<file path="src/rtl/multicycle_control.sv">
// Multi-cycle LEGv8 sequencer: steps FETCH/DECODE/EXEC/MEM/WB around one shared ALU
// and one memory port, stalls on MemReady, traps illegal opcodes and memory timeouts.
module multicycle_control #(
   parameter int MEM_TIMEOUT = 15,
   parameter int CNT_W       = 32
) (
   input  logic             CLK,
   input  logic             RESET,
   input  logic [10:0]      OPCode,
   input  logic             Zero,
   input  logic             MemReady,
   output logic             IRWrite,
   output logic             PCWrite,
   output logic             PCSrc,
   output logic             MemRead,
   output logic             MemWrite,
   output logic             IorD,
   output logic             ALUSrcA,
   output logic [1:0]       ALUSrcB,
   output logic [1:0]       ALUOP,
   output logic             Reg2Loc,
   output logic             RegWrite,
   output logic             MemToReg,
   output logic             InstrDone,
   output logic             Fault,
   output logic [2:0]       State,
   output logic [CNT_W-1:0] RetireCount
);

   localparam logic [2:0] S_FETCH  = 3'd0;
   localparam logic [2:0] S_DECODE = 3'd1;
   localparam logic [2:0] S_EXEC   = 3'd2;
   localparam logic [2:0] S_MEM    = 3'd3;
   localparam logic [2:0] S_WB     = 3'd4;
   localparam logic [2:0] S_FAULT  = 3'd7;

   localparam logic [2:0] C_ILLEGAL = 3'd0;
   localparam logic [2:0] C_RTYPE   = 3'd1;
   localparam logic [2:0] C_LDUR    = 3'd2;
   localparam logic [2:0] C_STUR    = 3'd3;
   localparam logic [2:0] C_CBZ     = 3'd4;
   localparam logic [2:0] C_B       = 3'd5;

   localparam logic [7:0] WAIT_LIMIT = 8'(MEM_TIMEOUT);

   logic [2:0] state;
   logic [2:0] next_state;
   logic [2:0] op_class;
   logic [2:0] dec_class;
   logic [7:0] wait_cnt;
   logic       timed_out;

   always_comb begin
      dec_class = C_ILLEGAL;
      casez (OPCode)
         11'b11111000010: dec_class = C_LDUR;
         11'b11111000000: dec_class = C_STUR;
         11'b10110100???: dec_class = C_CBZ;
         11'b000101?????: dec_class = C_B;
         11'b10001011000,
         11'b11001011000,
         11'b10001010000,
         11'b10101010000,
         11'b11010011011,
         11'b11010011010: dec_class = C_RTYPE;
         default:         dec_class = C_ILLEGAL;
      endcase
   end

   // A ready in the limit cycle still completes the access; only a miss there faults.
   assign timed_out = (wait_cnt == WAIT_LIMIT) && !MemReady;

   always_comb begin
      next_state = state;
      case (state)
         S_FETCH: begin
            if (MemReady)       next_state = S_DECODE;
            else if (timed_out) next_state = S_FAULT;
         end
         S_DECODE: begin
            if (dec_class == C_B)            next_state = S_FETCH;
            else if (dec_class == C_ILLEGAL) next_state = S_FAULT;
            else                             next_state = S_EXEC;
         end
         S_EXEC: begin
            case (op_class)
               C_RTYPE:        next_state = S_WB;
               C_LDUR, C_STUR: next_state = S_MEM;
               C_CBZ:          next_state = S_FETCH;
               default:        next_state = S_FAULT;
            endcase
         end
         S_MEM: begin
            if (MemReady)       next_state = (op_class == C_LDUR) ? S_WB : S_FETCH;
            else if (timed_out) next_state = S_FAULT;
         end
         S_WB:    next_state = S_FETCH;
         default: next_state = S_FAULT;
      endcase
   end

   always_ff @(posedge CLK) begin
      if (RESET) begin
         state       <= S_FETCH;
         op_class    <= C_ILLEGAL;
         wait_cnt    <= 8'd0;
         RetireCount <= '0;
      end else begin
         state <= next_state;
         if (state == S_DECODE)
            op_class <= dec_class;
         // Counter restarts whenever a new state (and so a new access) begins.
         if (next_state != state)
            wait_cnt <= 8'd0;
         else if (state == S_FETCH || state == S_MEM)
            wait_cnt <= wait_cnt + 8'd1;
         if (InstrDone)
            RetireCount <= RetireCount + 1'b1;
      end
   end

   always_comb begin
      IRWrite   = 1'b0;
      PCWrite   = 1'b0;
      PCSrc     = 1'b0;
      MemRead   = 1'b0;
      MemWrite  = 1'b0;
      IorD      = 1'b0;
      ALUSrcA   = 1'b0;
      ALUSrcB   = 2'b00;
      ALUOP     = 2'b00;
      Reg2Loc   = 1'b0;
      RegWrite  = 1'b0;
      MemToReg  = 1'b0;
      InstrDone = 1'b0;
      case (state)
         S_FETCH: begin
            MemRead = 1'b1;
            ALUSrcB = 2'b01;
            IRWrite = MemReady;
            PCWrite = MemReady;
         end
         S_DECODE: begin
            ALUSrcB = 2'b10;
            if (dec_class == C_B) begin
               PCWrite   = 1'b1;
               PCSrc     = 1'b1;
               InstrDone = 1'b1;
            end
         end
         S_EXEC: begin
            case (op_class)
               C_RTYPE: begin
                  ALUSrcA = 1'b1;
                  ALUOP   = 2'b10;
               end
               C_LDUR, C_STUR: begin
                  ALUSrcA = 1'b1;
                  ALUSrcB = 2'b10;
                  Reg2Loc = (op_class == C_STUR);
               end
               C_CBZ: begin
                  Reg2Loc   = 1'b1;
                  ALUOP     = 2'b01;
                  PCWrite   = Zero;
                  PCSrc     = 1'b1;
                  InstrDone = 1'b1;
               end
               default: ;
            endcase
         end
         S_MEM: begin
            IorD      = 1'b1;
            MemRead   = (op_class == C_LDUR);
            MemWrite  = (op_class == C_STUR);
            InstrDone = MemReady && (op_class == C_STUR);
         end
         S_WB: begin
            RegWrite  = 1'b1;
            MemToReg  = (op_class == C_LDUR);
            InstrDone = 1'b1;
         end
         default: ;
      endcase
      // Any request in flight is simply dropped while reset is held.
      if (RESET) begin
         IRWrite   = 1'b0;
         PCWrite   = 1'b0;
         PCSrc     = 1'b0;
         MemRead   = 1'b0;
         MemWrite  = 1'b0;
         IorD      = 1'b0;
         ALUSrcA   = 1'b0;
         ALUSrcB   = 2'b00;
         ALUOP     = 2'b00;
         Reg2Loc   = 1'b0;
         RegWrite  = 1'b0;
         MemToReg  = 1'b0;
         InstrDone = 1'b0;
      end
   end

   assign State = state;
   assign Fault = (state == S_FAULT);

endmodule

</file>
<file path="config.mk">
export PLATFORM = sky130hd
export DESIGN_NAME = multicycle_control
export DESIGN_NICKNAME = d
export VERILOG_FILES = /design/src/rtl/multicycle_control.sv
export SDC_FILE = /design/constraint.sdc
export NUM_CORES = 1
export LEC_CHECK = 0
export CAP_MARGIN = 20
export CORE_ASPECT_RATIO = 1.5
export CORE_MARGIN = 2
export CORE_UTILIZATION = 50
export DETAILED_ROUTE_END_ITERATION = 10
export PLACE_DENSITY = 0.79
export SETUP_SLACK_MARGIN = 0.02
export SLEW_MARGIN = 20
export SYNTH_ARGS = -nofsm -noshare
export SYNTH_HDL_FRONTEND = slang
export SYNTH_SLANG_ARGS = --single-unit
export TNS_END_PERCENT = 1
</file>
<file path="constraint.sdc">
create_clock -name CLK -period 4.7 [get_ports CLK]
set_input_delay 1.41 -clock CLK [delete_from_list [all_inputs] [get_ports CLK]]
set_output_delay 1.41 -clock CLK [all_outputs]
set_load 0.03 [all_outputs]
</file>
# Word level (Yosys, flattened, before mapping)
# Index checks and enable logic that the tools add are counted.
[word_totals]
reg_bits = 46
out_inout_bits = 51
inputBits = 15
elab_cells = 80
[op_classes]
n_eq_ne = 22
muxes = 42
n_reduce_logical = 10
addsub = 2
[ops]
columns = ["op", "count"]
rows = [
  ["equality test 11 bit (second input constant)", 8],
  ["adder 32 x 1 -> 32 bit (second input constant)", 1],
  ["case mux 3 bit (5 select lines)", 2],
  ["two-way mux 1 bit", 22],
  ["two-way mux 3 bit", 6],
  ["equality test 3 x 2 -> 1 bit (second input constant)", 4],
  ["equality test 3 bit (second input constant)", 4],
  ["case mux 3 bit (3 select lines)", 1],
  ["adder 8 x 1 -> 8 bit (second input constant)", 1],
  ["equality test 8 x 4 -> 1 bit (second input constant)", 1],
  ["equality test 8 bit (second input constant)", 1],
  ["two-way mux 2 bit", 4],
  ["equality test 3 x 1 -> 1 bit (second input constant)", 2],
  ["equality test 6 x 3 -> 1 bit (second input constant)", 1],
  ["logical NOT 3 bit", 2],
  ["case mux 1 bit (2 select lines)", 3],
  ["case mux 2 bit (3 select lines)", 1],
  ["OR reduction 6 bit", 1],
  ["case mux 1 bit (4 select lines)", 1],
  ["case mux 2 bit (2 select lines)", 1],
  ["OR reduction 2 bit", 2],
  ["inequality test 3 bit", 1],
  ["case mux 1 bit (3 select lines)", 1],
  ["OR reduction 3 bit", 1],
  ["3 further kinds", 4],
]

# Longest topological paths before layout
# Gate-level depths: netlist (run 1).
[depth]
ltp_word = 9
depth_mapped = 8
depth_no_buf = 7

# Least setup slack after synthesis (run 1)
# OpenSTA, ideal clock, no wires.
[synth_timing]
kind = "input to output"
start = "input port RESET"
end = "output port IRWrite"
path_stages = 4
arrival_time_ps = 3205
path_buffers = 2
path_slack_ps = 85
t_required_ps = 3290
cell_sequence = "clkbuf_1 -> clkbuf_1 -> nor4_1 -> and2_1"
[synth_between]
elab_chain_len = 1
[synth_lines]
columns = ["item", "line_no", "rtl"]
rows = [
  ["from (decl)", "8", "input logic RESET,"],
  ["two-way mux 1 bit", "186", "if (RESET) begin"],
  ["to (decl)", "12", "output logic IRWrite,"],
]
# No other way between the ends.

# Worst setup path after layout (run 1)
[layout_timing]
start = "input port OPCode[3]"
end = "output port PCWrite"
[layout_between]
elab_chain_len = 7
word_cells_on_any_way = 15
cone_classes = "eq/ne (10); mux (4); reduce/logical (1)"
[layout_lines]
columns = ["item", "line_no", "rtl"]
rows = [
  ["from (decl)", "9", "input logic [10:0] OPCode,"],
  ["equality test 11 bit", "55", "casez (OPCode)"],
  ["OR reduction 6 bit", "55", ""],
  ["case mux 3 bit (5 select lines) (*)", "55", ""],
  ["equality test 3 bit (*)", "145", "if (dec_class == C_B) begin"],
  ["two-way mux 1 bit (*)", "145", ""],
  ["case mux 1 bit (3 select lines) (*)", "136", "case (state)"],
  ["two-way mux 1 bit (*)", "186", ""],
  ["to (decl)", "13", "output logic PCWrite,"],
]
# Every way passes the cells marked *; elsewhere a longest branch is shown, timed or not.

==> out/qor.yml, run 1 <==
antenna_left: 0
fin_crit_ns: 4.624
run_status: "finished clean"
final_layout_size_suffix_gt1_share_pct: 9.954
boundaryPins: 66
cts_made_buffers: 5
drcViolationCount: 0
synth_edf_count: 0
drv_slew: 0
gp_congestion: 0.7972
cp_top_family: "buffers and inverters"
tns_ns: 0
clk_pin_slew_ns: 0.08
vias: 3050
num_rows: 34
die_w_um: 67.84
syn_area_um2: 3057
synth-async-reset-ratio_pct: 0
ys_ff_latch: 46
cp-end-kind: "output port"
powerDensity_nw_per_um2: 333.5
cts_tree: "built"
fin_cells: 504
hpwl_um: 5509
crit_chain: "clkdlybuf4s50_1 -> nand4b_1 -> nor4b_2 -> a32o_1 -> o21bai_1 -> a211oi_1 -> buf_4"
start_util_pct: 52.07
worst_pin_slew_ns: 0.6898
gr-usage-all-layers_pct: 23.75
routedWlPerCell_um: 15.46
port_buffers: 65
crit_buf_inv: 2
grt_use_met2_pct: 42.23
hold_buffers: 0
p_total_mw: 1.284
grt.overflow.total: 0
synth_seq_area_share_pct: 30.13
die_area_um2: 6768
antenna_found_initial: 0
yosys_warnings: 0
worstPathArrival_ns: 3.21
setup_violations: 0
grt_pass1_wl_um: 12650
met1_usage_pct: 26.36
top_usage_layer: "met2"
hold_class: "flip-flop to flip-flop"
clock_sinks: 46
max_stage_delay_ns: 0.59
finalCritPeriodShare_pct: 98.38
clock_latency_ns: 0.30
area_growth_syn_to_layout_pct: 25.95
dieHeight_um: 99.76
fmax_ghz: 0.2163
syn_area_per_cell_um2: 8.151
fin_skew_ns: 0.004277
worst-setup-path-type: "input port to output port"
synth_fp_nets: 392
ir_drop_uv: 212.0
synth_flop_cell: "dfxtp_1"
slew_headroom_pct: 52.70
leakagePower_nw: 1.381
synth_cells: 375
cp_data_required_time_ns: 3.29
synth_cell_types: 61
drt-total-wl_um: 7791
place_inst: 496
clock_path_buffers: 2
crit_path_start_kind: "input port"
nNetsFinal: 448
hold_viol_final: 0
antenna_cells: 0
grt_pass1_vias: 2889
path_max_fanout: 4
grt_max_degree: 78
first_iter_violations: 172
coreArea_um2: 5871
rsz0062_at_grt: "yes"
critical-path-slowest-cell: "clkdlybuf4s50_1"
cts-root-buf: "clkbuf_8"
drv_cap: 0
final_util_pct: 65.58
n_fill_cell: 520
postCtsSetupBuffers: 0
dr.pass1.iters: 6
htreeDepth: 2
grt_use_met3_pct: 3.959
vias_per_cell: 6.052
-- timing repair --
item,CTS,global route
resized for setup,1,4
pin swaps,0,0
setup endpoints to repair,2,2
-- routing by layer --
| layer | wire length [um] | vias up |
|---|---|---|
| met5 | 0 | - |
| met4 | 270 | 0 |
| met3 | 468 | 29 |
| met2 | 4069 | 114 |
| met1 | 2983 | 1431 |
| li1 | - | 1476 |
-- state kept, by name, summed over array words and instances (netlist names) --
register	flops
op_class	3
RetireCount	32
State	3
wait_cnt	8
-- worst paths after layout --
check	cells past startpoint	slack, ns	to	from
max	7	0.08	PCWrite	OPCode[3]
min	1	0.55	RetireCount[3]$_SDFFE_PP0P_	RetireCount[3]$_SDFFE_PP0P_
min reg2reg	1	0.55	RetireCount[3]$_SDFFE_PP0P_	RetireCount[3]$_SDFFE_PP0P_
max reg2reg	6	1.98	RetireCount[26]$_SDFFE_PP0P_	State[2]$_SDFF_PP0_
-- worst reg2reg max path: cells and delay by family (launching register included) --
kind,cells,cell delay (ns)
compound gates,1,0.16
flops,1,0.75
mux,1,0.34
simple gates,4,1.36
-- metrics by stage --
| step | instance area, um2 | setup slack [ns] | hold slack [ns] |
|---|---|---|---|
| 3_5_place_dp | 3729 | -0.02492 | 0.5360 |
| 5_1_grt | 3850 | -0.004472 | 0.5789 |
| 4_1_cts | 3825 | 0.03689 | 0.5480 |
| 6_report | 3850 | 0.07597 | 0.5466 |
| 3_3_place_gp | 3729 | 0.06565 | 0.5055 |
| 2_1_floorplan | 3057 | 0.08515 | 0.5117 |
-- cells in the mapped netlist, types with 2 or more instances --
cell / count / area share (%)
a21boi_1: 5 / 1.2
o22ai_1: 2 / 0.41
mux2_1: 26 / 9.6
nor3_1: 12 / 2.0
or3_1: 2 / 0.41
a21oi_1: 19 / 3.1
a211oi_1: 5 / 1.2
nand2b_1: 5 / 1.0
o2111ai_1: 2 / 0.57
xnor2_1: 5 / 1.4
o21ai_0: 2 / 0.33
dfxtp_1: 46 / 30
clkbuf_1: 14 / 1.7
buf_6: 2 / 0.74
xor2_1: 3 / 0.86
buf_1: 3 / 0.37
a21o_1: 2 / 0.49
nand3b_1: 2 / 0.49
o21ai_1: 6 / 0.98
a31oi_1: 3 / 0.61
nor3b_1: 3 / 0.74
and4_1: 4 / 1.1
nand4_1: 8 / 1.6
o21a_1: 3 / 0.74
or3b_1: 3 / 0.86
nor4_1: 12 / 2.5
inv_1: 5 / 0.61
nor2_1: 44 / 5.4
nand2_1: 22 / 2.7
ha_1: 2 / 0.82
buf_2: 3 / 0.49
and2_1: 4 / 0.82
mux2i_1: 5 / 1.6
nand3_1: 15 / 2.5
and3_1: 12 / 2.5
nor4b_1: 3 / 0.86
a21oi_2: 10 / 2.9
nor2b_1: 27 / 5.5
nor4bb_1: 2 / 0.65
-- final cells by class --
type,instances,area [um2],share of cell area (%)
repair buffers,72,690.7,17.94
clock buffers,7,86.33,2.242
inverters,5,18.77,0.4875
multi-input cells,301,2038,52.94
flip-flops and latches,46,920.9,23.92
well taps,72,90.09,2.340
clock inverters,1,5.005,0.1300
-- cells by family (layout without fill, tap and decap cells) --
kind of cell	count (synthesis)	after routing	synth area share [%]
buffers and inverters	28	85	4.175
AOI/OAI and AO/OA	71	71	17.27
and+or+nand+nor	189	189	34.10
xor gates and xnor gates	8	8	2.292
adders and majority gates	2	2	0.8185
muxes	31	31	11.22
DFF	46	46	30.13
-- power breakdown --
group / switching (mW) / leakage [nW] / internal [mW] / total [mW]
combinational: 0.334 / 0.962 / 0.208 / 0.542
clock: 0.131 / 0.0482 / 0.119 / 0.250
sequential: 0.0787 / 0.372 / 0.413 / 0.492
-- cells in the final DEF (no fill, tap or decap), types with 6 or more instances in the layout --
cell type / instances
mux2_1: 26
nor2_1: 44
nand4_1: 8
clkbuf_8: 6
a21oi_1: 19
buf_4: 10
nor4_1: 12
nand2_1: 22
nand3_1: 15
a21oi_2: 10
clkdlybuf4s50_1: 61
nor2b_1: 27
and3_1: 12
dfxtp_1: 46
nor3_1: 12
Note: power is estimated with default switching activity, not from simulation.
==> run 2: changes to the inputs <==
==> constraint.sdc (replaced) <==
create_clock -name CLK -period 4.6 [get_ports CLK]
set_input_delay 1.38 -clock CLK [delete_from_list [all_inputs] [get_ports CLK]]
set_output_delay 1.38 -clock CLK [all_outputs]
set_load 0.03 [all_outputs]
==> out/qor.yml, run 2 (synthesized netlist as in run 1, its figures left out) <==
finalWorstSetupSlack_ns: 0.04931  # -0.02665 ns
critical-path-slowest-cell: "clkdlybuf4s50_1"
htreeDepth: 2  # unchanged
whs_path_depth: 1  # unchanged
crit_path_start_kind: "input port"
hold_start: "RetireCount[3]$_SDFFE_PP0P_"
worstPathArrival_ns: 3.17  # -0.04 ns
setup_violations: 0  # unchanged
dieHeight_um: 99.76  # unchanged
coreArea_um2: 5871  # unchanged
routedWlPerCell_um: 14.84  # -4.0%
largest_reg_flops: 32  # unchanged
clk_pin_slew_ns: 0.08  # about the same
clock_path_buffers: 2  # unchanged
hold_viol_final: 0  # unchanged
num_rows: 34  # unchanged
clock_sinks: 46  # unchanged
gp_congestion: 0.8095  # +1.5%
fmax_ghz: 0.2197
r2r-end: "RetireCount[22]$_SDFFE_PP0P_"
holdPathEnd: "RetireCount[3]$_SDFFE_PP0P_"
worst_pin_slew_ns: 0.6876  # -0.002206 ns
ff2ff_setup_slack_ns: 1.85  # -0.13 ns
grt_pass1_vias: 2779  # -3.8%
cts-root-buf: "clkbuf_8"
drt-total-wl_um: 7526  # -3.4%
top_regs: "RetireCount x32, wait_cnt x8"
drv_cap: 0  # unchanged
final_util_pct: 66.52  # +0.94 points
finalCritPeriodShare_pct: 98.93
r2r_cells: 6  # unchanged
area_growth_syn_to_layout_pct: 27.75
boundaryPins: 66  # unchanged
cts_tree: "built"
p_total_mw: 1.348  # +5.0%
run_status: "finished clean"
final_common_cell: "clkdlybuf4s50_1"
fin_skew_ns: 0.003569  # -0.0007080 ns
cp-end-kind: "output port"
die_area_um2: 6768  # unchanged
powerDensity_nw_per_um2: 345.3  # +3.5%
vias_per_cell: 5.852  # -3.3%
top_register: "RetireCount"
rsz0062_at_grt: "yes"
gr-usage-all-layers_pct: 22.89  # -0.86 points
r2r_start: "State[2]$_SDFF_PP0_"
grt.overflow.total: 0  # unchanged
nNetsFinal: 451  # +0.67%
start_util_pct: 52.07  # unchanged
crit_chain: "clkdlybuf4s50_1 -> nand4b_1 -> nor4b_2 -> a32o_2 -> o21bai_1 -> a211oi_2 -> buf_4"
grt_pass1_wl_um: 12170  # -3.8%
cp_data_required_time_ns: 3.22  # -0.07 ns
grt_max_degree: 78  # unchanged
max_stage_delay_ns: 0.48  # -0.11 ns
port_buffers: 65  # unchanged
post-place-ws_ns: -0.03125  # -0.006332 ns
whs_ns: 0.5319  # -0.01478 ns
drcViolationCount: 0  # unchanged
path_max_fanout: 5  # +1
postCtsSetupBuffers: 0  # unchanged
final_cell_mix: "clkdlybuf4s50_1, dfxtp_1, nor2_1"
final_layout_size_suffix_gt1_share_pct: 11.49  # +1.5 points
worst-setup-path-type: "input port to output port"
placed_area_um2: 3751  # +0.60%
slew_headroom_pct: 52.85  # +0.15 points
die_w_um: 67.84  # unchanged
first_iter_violations: 173  # +0.58%
antenna_left: 0  # unchanged
antenna_found_initial: 0  # unchanged
cts_made_buffers: 5  # unchanged
hold_class: "flip-flop to flip-flop"
n_fill_cell: 527  # +1.3%
antenna_cells: 0  # unchanged
leakagePower_nw: 1.432  # +3.6%
hpwl_um: 5388  # -2.2%
clock_latency_ns: 0.29  # about the same
final_cell_area_um2: 3905  # +1.4%
fin_crit_ns: 4.551
vias: 2967  # -2.7%
drv_slew: 0  # unchanged
ir_drop_uv: 246.2  # +16%
dr.pass1.iters: 4  # -2
==> run 2: changes by cell type in the layout (fill, tap and decap cells not counted), moves of 2 or more <==
| cell | delta |
|---|---|
| buf_4 | +3 |
| clkbuf_8 | +2 |
| clkdlybuf4s50_1 | -2 |
| dlymetal6s2s_1 | +2 |
==> run 2: critical path, delay by kind of cell <==
family	cells	cell delay, ns
buffers and inverters	2	0.67
AND/OR/NAND/NOR	2	0.60
AO/OA/AOI/OAI	3	0.51
==> run 2: cell type report <==
type	instances	area, um2	share of cell area, %
clock buffer	8	110.1	2.820
timing repair buffer	75	718.2	18.39
sequential	46	920.9	23.58
tap	72	90.09	2.307
inverter	5	18.77	0.4806
multi-input combinational	301	2047	52.42
==> run 2: worst max-delay path by stage <==
stage / from / endpoint / slack (ns) / cells after the start
finish: OPCode[8] / PCWrite / 0.05 / 7
global route: OPCode[8] / PCWrite / -0.01 / 7
CTS: OPCode[8] / InstrDone / 0.04 / 8
detailed placement: OPCode[5] / InstrDone / -0.03 / 8
global placement: OPCode[5] / InstrDone / 0.04 / 8
floorplan: RESET / IRWrite / 0.05 / 4
==> run 2: what timing repair did <==
| action | CTS | global route |
|---|---|---|
| hold buffers | 0 | 0 |
| setup endpoints to repair | 1 | 2 |
| pin swaps | 0 | 1 |
| resized for setup | 2 | 8 |
| hold endpoints to repair | 0 | 0 |
==> run 2: layer usage <==
| layer | up-vias | track usage, % | share of wire, % |
|---|---|---|---|
| met5 | - | 0 | 0 |
| met4 | 0 | 8.769 | 2.1 |
| met3 | 12 | 3.167 | 5.7 |
| met2 | 81 | 41.40 | 53 |
| met1 | 1397 | 26.29 | 39 |
| li1 | 1477 | - | - |
==> run 2: per-stage QoR <==
step,cells,TNS (ns)
5_1_grt,507,-0.01121
3_5_place_dp,499,-0.03125
6_report,507,0
3_3_place_gp,499,0
2_1_floorplan,375,0
4_1_cts,507,0
==> run 2: power breakdown <==
part / switching, mW / leakage [nW] / internal, mW
registers: 0.0605 / 0.372 / 0.422
logic: 0.360 / 1.00 / 0.219
clock network: 0.135 / 0.0575 / 0.152
